File: config.mk
export PLATFORM = sky130hd
export DESIGN_NAME = edge_det_db
export DESIGN_NICKNAME = d
export VERILOG_FILES = /design/src/rtl/edge_det_pkg.sv /design/src/rtl/edge_det_db_ch.sv /design/src/rtl/edge_det_db.sv
export SDC_FILE = /design/constraint.sdc
export NUM_CORES = 1
export LEC_CHECK = 0
export CAP_MARGIN = 10
export CORE_ASPECT_RATIO = 1.25
export CORE_UTILIZATION = 55
export DETAILED_ROUTE_END_ITERATION = 10
export PLACE_DENSITY_LB_ADDON = 0.12
export SYNTH_ARGS = -nofsm -noshare
export SYNTH_HDL_FRONTEND = slang
export SYNTH_SLANG_ARGS = --single-unit
File: constraint.sdc
create_clock -name mclk -period 1.9 [get_ports mclk]
set_clock_uncertainty 0.15 [all_clocks]
set_input_delay 0.57 -clock mclk [delete_from_list [all_inputs] [get_ports mclk]]
set_output_delay 0.57 -clock mclk [all_outputs]
set_load 0.03 [all_outputs]
File: src/rtl/edge_det_pkg.sv
// Shared constants and helpers for the switch-input conditioner.
// Latency: n/a (package only).
// Backpressure: n/a (package only).
package edge_det_pkg;

    // Values accepted by the EDGE_MODE parameter.
    localparam int EDGE_FALL = 0;
    localparam int EDGE_RISE = 1;
    localparam int EDGE_BOTH = 2;

    // Number of bits needed to hold every value in 0..max_val, never less than 1.
    function automatic int cnt_width(input int max_val);
        return (max_val < 1) ? 1 : $clog2(max_val + 1);
    endfunction

endpackage

File: src/rtl/edge_det_db_ch.sv
// One switch channel: synchroniser, debounce filter, edge strobe and long-press strobe.
// Latency: det/level update SYNC_STAGES+DB_CYCLES edges after sw is first sampled; long_det LONG_CYCLES edges after that.
// Backpressure: none; outputs are free-running single-cycle strobes.
//
// Ports:
//   mclk     - system clock, all state on posedge
//   rst      - synchronous active-high reset
//   sw       - raw asynchronous switch input
//   level    - debounced stable level
//   det      - one-cycle strobe on an accepted level change matching EDGE_MODE
//   long_det - one-cycle strobe when a press has lasted LONG_CYCLES cycles
module edge_det_db_ch
    import edge_det_pkg::*;
#(
    parameter int SYNC_STAGES = 2,
    parameter int DB_CYCLES   = 4,
    parameter int EDGE_MODE   = EDGE_FALL,
    parameter bit PRESS_LEVEL = 1'b1,
    parameter int LONG_CYCLES = 8
) (
    input  logic mclk,
    input  logic rst,
    input  logic sw,
    output logic level,
    output logic det,
    output logic long_det
);

    localparam int              DB_W     = cnt_width(DB_CYCLES);
    localparam logic [DB_W-1:0] DB_LAST  = DB_W'(DB_CYCLES - 1);
    localparam logic            IDLE_LVL = ~PRESS_LEVEL;

    logic [SYNC_STAGES-1:0] r_sync;
    logic [DB_W-1:0]        r_db_cnt;
    logic                   r_level;
    logic                   r_det;

    logic w_s;
    logic w_diff;
    logic w_update;
    logic w_edge_hit;

    assign w_s = r_sync[SYNC_STAGES-1];

    // A level change is accepted on the edge where the differing sample has
    // already been seen DB_CYCLES-1 times and is still differing now.
    always_comb begin
        w_diff     = w_s ^ r_level;
        w_update   = w_diff && (r_db_cnt == DB_LAST);
        w_edge_hit = 1'b0;
        case (EDGE_MODE)
            EDGE_FALL: w_edge_hit = w_update && !w_s;
            EDGE_RISE: w_edge_hit = w_update &&  w_s;
            default:   w_edge_hit = w_update;
        endcase
    end

    always_ff @(posedge mclk) begin
        if (rst) begin
            r_sync   <= {SYNC_STAGES{IDLE_LVL}};
            r_db_cnt <= '0;
            r_level  <= IDLE_LVL;
            r_det    <= 1'b0;
        end else begin
            r_sync <= {r_sync[SYNC_STAGES-2:0], sw};
            // Counter is cleared on acceptance, so it tops out at DB_LAST and
            // can never wrap.
            if (w_update) begin
                r_level  <= w_s;
                r_db_cnt <= '0;
            end else if (w_diff) begin
                r_db_cnt <= r_db_cnt + 1'b1;
            end else begin
                r_db_cnt <= '0;
            end
            r_det <= w_edge_hit;
        end
    end

    assign level = r_level;
    assign det   = r_det;

    generate
        if (LONG_CYCLES > 0) begin : g_long
            localparam int              LP_W    = cnt_width(LONG_CYCLES);
            localparam logic [LP_W-1:0] LP_MAX  = LP_W'(LONG_CYCLES);
            localparam logic [LP_W-1:0] LP_LAST = LP_W'(LONG_CYCLES - 1);

            logic [LP_W-1:0] r_lp_cnt;
            logic            r_long;
            logic            w_held;

            // Leaving the pressed level clears the count on the same edge the
            // debounced level changes, so a release always re-arms.
            assign w_held = (r_level == PRESS_LEVEL) && !w_update;

            always_ff @(posedge mclk) begin
                if (rst) begin
                    r_lp_cnt <= '0;
                    r_long   <= 1'b0;
                end else if (!w_held) begin
                    r_lp_cnt <= '0;
                    r_long   <= 1'b0;
                end else if (r_lp_cnt != LP_MAX) begin
                    r_lp_cnt <= r_lp_cnt + 1'b1;
                    r_long   <= (r_lp_cnt == LP_LAST);
                end else begin
                    // Saturated: hold silently until the press ends.
                    r_long   <= 1'b0;
                end
            end

            assign long_det = r_long;
        end else begin : g_no_long
            assign long_det = 1'b0;
        end
    endgenerate

endmodule

File: src/rtl/edge_det_db.sv
// N-channel switch input conditioner producing clean mclk-domain level, edge and long-press strobes.
// Latency: SYNC_STAGES+DB_CYCLES edges from first sampling of a clean transition to level/det.
// Backpressure: none; channels are independent and strobes are single-cycle.
//
// Ports:
//   mclk     - system clock, all state on posedge
//   rst      - synchronous active-high reset
//   sw       - N_CH raw asynchronous switch inputs
//   level    - N_CH debounced levels
//   det      - N_CH one-cycle edge strobes selected by EDGE_MODE
//   long_det - N_CH one-cycle long-press strobes (tied low when LONG_CYCLES is 0)
module edge_det_db
    import edge_det_pkg::*;
#(
    parameter int N_CH        = 3,
    parameter int SYNC_STAGES = 2,
    parameter int DB_CYCLES   = 4,
    parameter int EDGE_MODE   = EDGE_FALL,
    parameter bit PRESS_LEVEL = 1'b1,
    parameter int LONG_CYCLES = 8
) (
    input  logic            mclk,
    input  logic            rst,
    input  logic [N_CH-1:0] sw,
    output logic [N_CH-1:0] level,
    output logic [N_CH-1:0] det,
    output logic [N_CH-1:0] long_det
);

    // Channels share nothing but clock and reset.
    generate
        for (genvar i = 0; i < N_CH; i++) begin : g_ch
            edge_det_db_ch #(
                .SYNC_STAGES (SYNC_STAGES),
                .DB_CYCLES   (DB_CYCLES),
                .EDGE_MODE   (EDGE_MODE),
                .PRESS_LEVEL (PRESS_LEVEL),
                .LONG_CYCLES (LONG_CYCLES)
            ) u_ch (
                .mclk     (mclk),
                .rst      (rst),
                .sw       (sw[i]),
                .level    (level[i]),
                .det      (det[i]),
                .long_det (long_det[i])
            );
        end
    endgenerate

endmodule

Word level (Yosys, flattened, before mapping)
Index checks and enable logic that the tools add are counted.
{ "op_classes": {"addsub": 6, "n_eq_ne": 9, "bitwise": 12, "n_reduce_logical": 24} }
{ "op_table": {"columns": ["operator", "n"], "rows": [
  ["$reduce_or 3->1", 6],
  ["$add 4x1->4 const B", 3],
  ["$eq 4x3->1 const B", 3],
  ["$ne 4x4->1 const B", 3],
  ["$add 3x1->3 const B", 3],
  ["$eq 3x2->1 const B", 3],
  ["$logic_and 1x1->1", 9],
  ["$not 1->1", 9],
  ["$logic_not 1->1", 6],
  ["$reduce_or 2->1", 3],
  ["$xor 1x1->1", 3]
]} }
{ "word_totals": {"register_bits": 36, "in_bits": 5, "output_inout_bits": 9, "wordCells": 69} }

Depth between registers and ports, before layout
Gate-level depths: netlist of the first run.
{ "depth": {"depth_word": 6, "ltp_mapped": 5, "ltp_nobuf": 5} }

Cells and area by module
A second synthesis of the first run with hierarchy kept.
{ "unflattened": {"cells_unflattened": 138, "hier_area_um2": 1422.6} }
{ "by_module_without_submodules": {"columns": ["mod", "n_inst", "cells_each", "area_each_um2"], "rows": [
  ["edge_det_db_ch", 3, 46, 474.2]
]} }

Worst setup path after synthesis of the first run
Ideal clock, no wire load.
{ "synth_path": {"path_kind": "register to register", "startpoint": "register g_ch[0].u_ch.r_db_cnt[0]", "endpoint": "register g_ch[0].u_ch.r_db_cnt[0]", "setup_time_ns": 0.063, "arrival_ns": 1.175, "slack_ns": 0.513, "stages_incl_launch_ff": 5, "n_path_buf": 0, "synth_period_minus_slack_ns": 1.387, "cell_sequence": "dfxtp_1 ha_1 ha_1 or3_4 nor2_2"} }
{ "synth_via": {"elab_chain_cells": 3, "elab_cells_between_ends": 4, "classes_between": "1 x add/sub; 1 x eq/ne; 2 x reduce/logical"} }
{ "synth_lines": {"columns": ["item", "line_no", "rtl"], "rows": [
  ["start, declared", "edge_det_db_ch.sv:34", "logic [DB_W-1:0] r_db_cnt;"],
  ["start signal, assigned", "edge_det_db_ch.sv:72", "r_db_cnt <= r_db_cnt + 1'b1;"],
  ["$eq 3x2->1", "edge_det_db_ch.sv:49", "w_update = w_diff && (r_db_cnt == DB_LAST);"],
  ["$logic_and 1x1->1", "edge_det_db_ch.sv:49", null],
  ["$reduce_or 3->1 (no line)", null, null]
]} }
Several ways; a longest one is shown, not always the timed one.
A chain may end at the register's enable or synchronous reset.

Final worst setup path of the first run
{ "layout_path": {"startpoint": "register g_ch[1].u_ch.r_level", "endpoint": "output port level[1]"} }
{ "layout_lines": {"columns": ["item", "line_no", "rtl"], "rows": [
  ["start, declared", "edge_det_db_ch.sv:35", "logic r_level;"],
  ["start signal, assigned", "edge_det_db_ch.sv:69", "r_level <= w_s;"],
  ["end, declared", "edge_det_db.sv:25", "output logic [N_CH-1:0] level,"]
]} }
No word-level cell between the ends.

==> results of run 1 <==
cell usage in the layout (no fill, tap or decap), types with 2 or more instances in the layout:
| cell type | instances |
|---|---|
| sky130_fd_sc_hd__a21oi_1 | 3 |
| sky130_fd_sc_hd__clkbuf_1 | 2 |
| sky130_fd_sc_hd__clkbuf_2 | 2 |
| sky130_fd_sc_hd__clkbuf_4 | 5 |
| sky130_fd_sc_hd__clkdlybuf4s50_1 | 4 |
| sky130_fd_sc_hd__dfxtp_1 | 36 |
| sky130_fd_sc_hd__dlygate4sd2_1 | 7 |
| sky130_fd_sc_hd__ha_1 | 12 |
| sky130_fd_sc_hd__inv_1 | 12 |
| sky130_fd_sc_hd__mux2i_1 | 6 |
| sky130_fd_sc_hd__nand2_1 | 6 |
| sky130_fd_sc_hd__nand2b_1 | 6 |
| sky130_fd_sc_hd__nand3_1 | 3 |
| sky130_fd_sc_hd__nand3b_1 | 9 |
| sky130_fd_sc_hd__nor2_1 | 12 |
| sky130_fd_sc_hd__nor2_2 | 9 |
| sky130_fd_sc_hd__nor2b_1 | 6 |
| sky130_fd_sc_hd__nor3_1 | 3 |
| sky130_fd_sc_hd__nor3b_1 | 3 |
| sky130_fd_sc_hd__or3_4 | 3 |
| sky130_fd_sc_hd__xnor2_1 | 6 |
| sky130_fd_sc_hd__xor2_1 | 3 |
timing repair:
action                     4_1_cts  5_1_grt
resized for setup               11        2
buffers inserted                 0        0
hold buffers                     0        0
hold endpoints to repair         0        0
setup endpoints to repair        9        2
stage by stage:
step	cells	util	setup TNS (ns)	cell area (µm²)
floorplan	148	-	0	1490
global placement	186	0.648	0	1620
detailed placement	186	0.648	-0.0592	1620
CTS	194	0.668	0	1670
global route	194	0.664	0	1660
finish	194	0.664	0	1660
layout make-up:
class | instances | area share
repair buffers | 15 | 0.0836
inverters | 12 | 0.0271
clock buffers | 8 | 0.0354
flip-flops and latches | 36 | 0.434
multi-input cells | 90 | 0.395
well taps | 33 | 0.0248
where the power goes:
group / switching [mW] / internal [mW]
registers: 0.00398 / 0.762
clock network: 0.224 / 0.183
logic: 0.0117 / 0.0210
metal layers:
| metal | routed length [µm] | track usage | vias up |
|---|---|---|---|
| li1 | - | - | 491 |
| met1 | 851 | 0.163 | 419 |
| met2 | 979 | 0.296 | 20 |
| met3 | 106 | 0.0712 | 6 |
| met4 | 50 | 0.101 | 0 |
| met5 | 0 | 0 | - |
flip-flops by register name (all words and copies together), names as in the netlist:
signal                     count
g_ch.u_ch.long_det             3
g_ch.u_ch.g_long.r_lp_cnt     12
g_ch.u_ch.r_sync               6
g_ch.u_ch.level                3
g_ch.u_ch.r_db_cnt             9
g_ch.u_ch.det                  3
logic make-up (layout without fill, tap and decap cells):
| family | Yosys count | in the layout | synth area share |
|---|---|---|---|
| adder cells (fa/ha/maj) | 12 | 12 | 0.100 |
| multiplexers | 6 | 6 | 0.0402 |
| AND/OR/NAND/NOR | 60 | 60 | 0.236 |
| XOR/XNOR | 9 | 9 | 0.0528 |
| buffers and inverters | 22 | 35 | 0.0779 |
| AO/OA/AOI/OAI | 3 | 3 | 0.0100 |
| flip-flops | 36 | 36 | 0.482 |
path summary, 6_finish.rpt:
path | from | to | slack (ns) | cells after the start
max | g_ch[1].u_ch.level | level[1] | 0.12 | 1
min | g_ch[0].u_ch.r_db_cnt[0] | g_ch[0].u_ch.r_db_cnt[0] | 0.28 | 1
max reg2reg | g_ch[1].u_ch.r_db_cnt[0] | g_ch[1].u_ch.long_det | 0.39 | 5
min reg2reg | g_ch[0].u_ch.r_db_cnt[0] | g_ch[0].u_ch.r_db_cnt[0] | 0.28 | 1
Yosys cell counts:
master,instances
sky130_fd_sc_hd__nand2b_1,6
sky130_fd_sc_hd__clkbuf_1,1
sky130_fd_sc_hd__xnor2_1,6
sky130_fd_sc_hd__inv_1,12
sky130_fd_sc_hd__buf_4,9
sky130_fd_sc_hd__nand3_1,3
sky130_fd_sc_hd__nor3_1,3
sky130_fd_sc_hd__mux2i_1,6
sky130_fd_sc_hd__nand3b_1,9
sky130_fd_sc_hd__a21oi_1,3
sky130_fd_sc_hd__nand2_1,6
sky130_fd_sc_hd__xor2_1,3
sky130_fd_sc_hd__nor3b_1,3
sky130_fd_sc_hd__dfxtp_1,36
sky130_fd_sc_hd__nor2b_1,6
sky130_fd_sc_hd__nor2_1,12
sky130_fd_sc_hd__or3_4,3
sky130_fd_sc_hd__ha_1,12
sky130_fd_sc_hd__nor2_2,9
==> summary.log, run 1 <==
[grt] global-route wire length before repair 3570 µm
[critical_path] Worst setup EP type output port
[timing] setup repair after global routing missed its margin false
[grt] maximum number of pins on one net before global-route repair 19
[power] final total power 1.20 mW
[grt] GRT Util Overall 0.167
[timing] total setup violations reported at the end of the flow 0
[synth] number of warning messages in the yosys log 0
[routing] antenna-violating nets left 0
[cells_and_area] number of antenna cells inserted 0
[critical_path] total buffers and inverters traversed by the critical path 1
[place] last weighted congestion value of the routability-driven placer 0.642
[synth] Avg Synthesized Cell Area 10.1 µm²
[cells_and_area] final net count 177
[routing] via count normalized by instance count 4.82
[floorplan] Placeable Area 2500 µm²
[critical_path] CP Launch Type register
[critical_path] critical path class reg -> out
[synth] largest cells by area after synthesis sky130_fd_sc_hd__dfxtp_1 (48%), sky130_fd_sc_hd__ha_1 (10%), sky130_fd_sc_hd__buf_4 (4.5%)
[cts] number of levels the H-tree was split into 2
[synth] synthesized instance count 148
[place] setup slack at placement -0.0182 ns
[timing] worst hold slack after final layout 0.284 ns
[place] number of I/O port buffers 13
[routing] WL/cell 10.2 µm
[critical_path] data arrival time of the worst path 1.06 ns
[synth] area share of the largest cell type after synthesis 0.482
[worst_hold_path] worst hold path type reg -> reg
[power] worst supply voltage drop on vdd 0.522 mV
[synth] unique cell type count in the Yosys netlist 19
[synth] number of synthesized register bits 36
[cts] TritonCTS Buffers 5
[cts] CTS Root Buffer Type sky130_fd_sc_hd__clkbuf_4
[synth] leading area contributor after synthesis sky130_fd_sc_hd__dfxtp_1
[timing] Tmin final 1.78 ns
[routing] wire length reported by the detailed router 1990 µm
[synth] area of the mapped netlist 1490 µm²
[critical_path] Critical-path top delay cell sky130_fd_sc_hd__dlygate4sd2_1
[floorplan] number of placement rows 20
[cells_and_area] area added between synthesis and finish 11.2%
[synth] net count after synthesis 165
[critical_path] worst path cell trace dlygate4sd2_1
[cells_and_area] fill cell count 209
[cts] clock tree from TritonCTS yes
[grt] number of antenna violations at the first check in global routing 0
[run_status] result of the run finished clean
[timing] final hold violation count 0
[floorplan] die footprint 2930 µm²
[routing] First-pass DRT Iterations 4
[routing] routed via count 936
[timing] worst slew slack as a fraction of its limit 0.796
[grt] via count of the first global-routing pass 879
[power] leakage power figure 0.650 nW
[timing] slew at the pin closest to its max-slew limit 0.308 ns
[timing] highest clock rate 561 MHz
[timing] fin crit share 0.939
[power] power per standard cell area 725 nW/µm²
[cells_and_area] fraction of final layout cells sized beyond drive strength 1 0.137
[floorplan] DIE HEIGHT 60.3 µm
[critical_path] data required time at the worst endpoint 1.18 ns
[cts] CTS max path bufs 2
[job] maxcap violations 0
[cells_and_area] multi-input combinational cell area 657 µm²
[timing] final setup slack of the worst path 0.117 ns
[cts] clock input transition at the sequential cells of the worst setup and hold paths 0.09 ns
[floorplan] num ports 14
[place] Detailed Place HPWL 1480 µm
[critical_path] cell family with most CP delay buffers and inverters
[grt] Congestion Overflow GR 0
[floorplan] horizontal die dimension 48.6 µm
[routing] initial drt markers 11
[cts] latest clock arrival within the worst-skew pair 0.33 ns
[critical_path] critical path peak fanout 2
[cts] total clock sinks 36
[critical_path] Critical Path Max Stage Delay 0.40 ns
[routing] total DRC errors in the routed layout 0
[floorplan] initial cell density of the core 0.597
[timing] Max Slew Vio Count 0
[synth] share of synthesized area occupied by flip-flops and latches 0.482
[cells_and_area] Reg area 721 µm²
No activity file was read; power rests on OpenSTA's default activity.
==> run 2: changes to the inputs <==
--- a/config.mk
+++ b/config.mk
@@ -5,6 +5,7 @@
 export SDC_FILE = /design/constraint.sdc
 export NUM_CORES = 1
 export LEC_CHECK = 0
+export ABC_CLOCK_PERIOD_IN_PS = 1900
 export CAP_MARGIN = 10
 export CORE_ASPECT_RATIO = 1.25
 export CORE_UTILIZATION = 55
==> results of run 2 <==
Same layout as run 1: the final DEF is identical, and so are final timing and power.
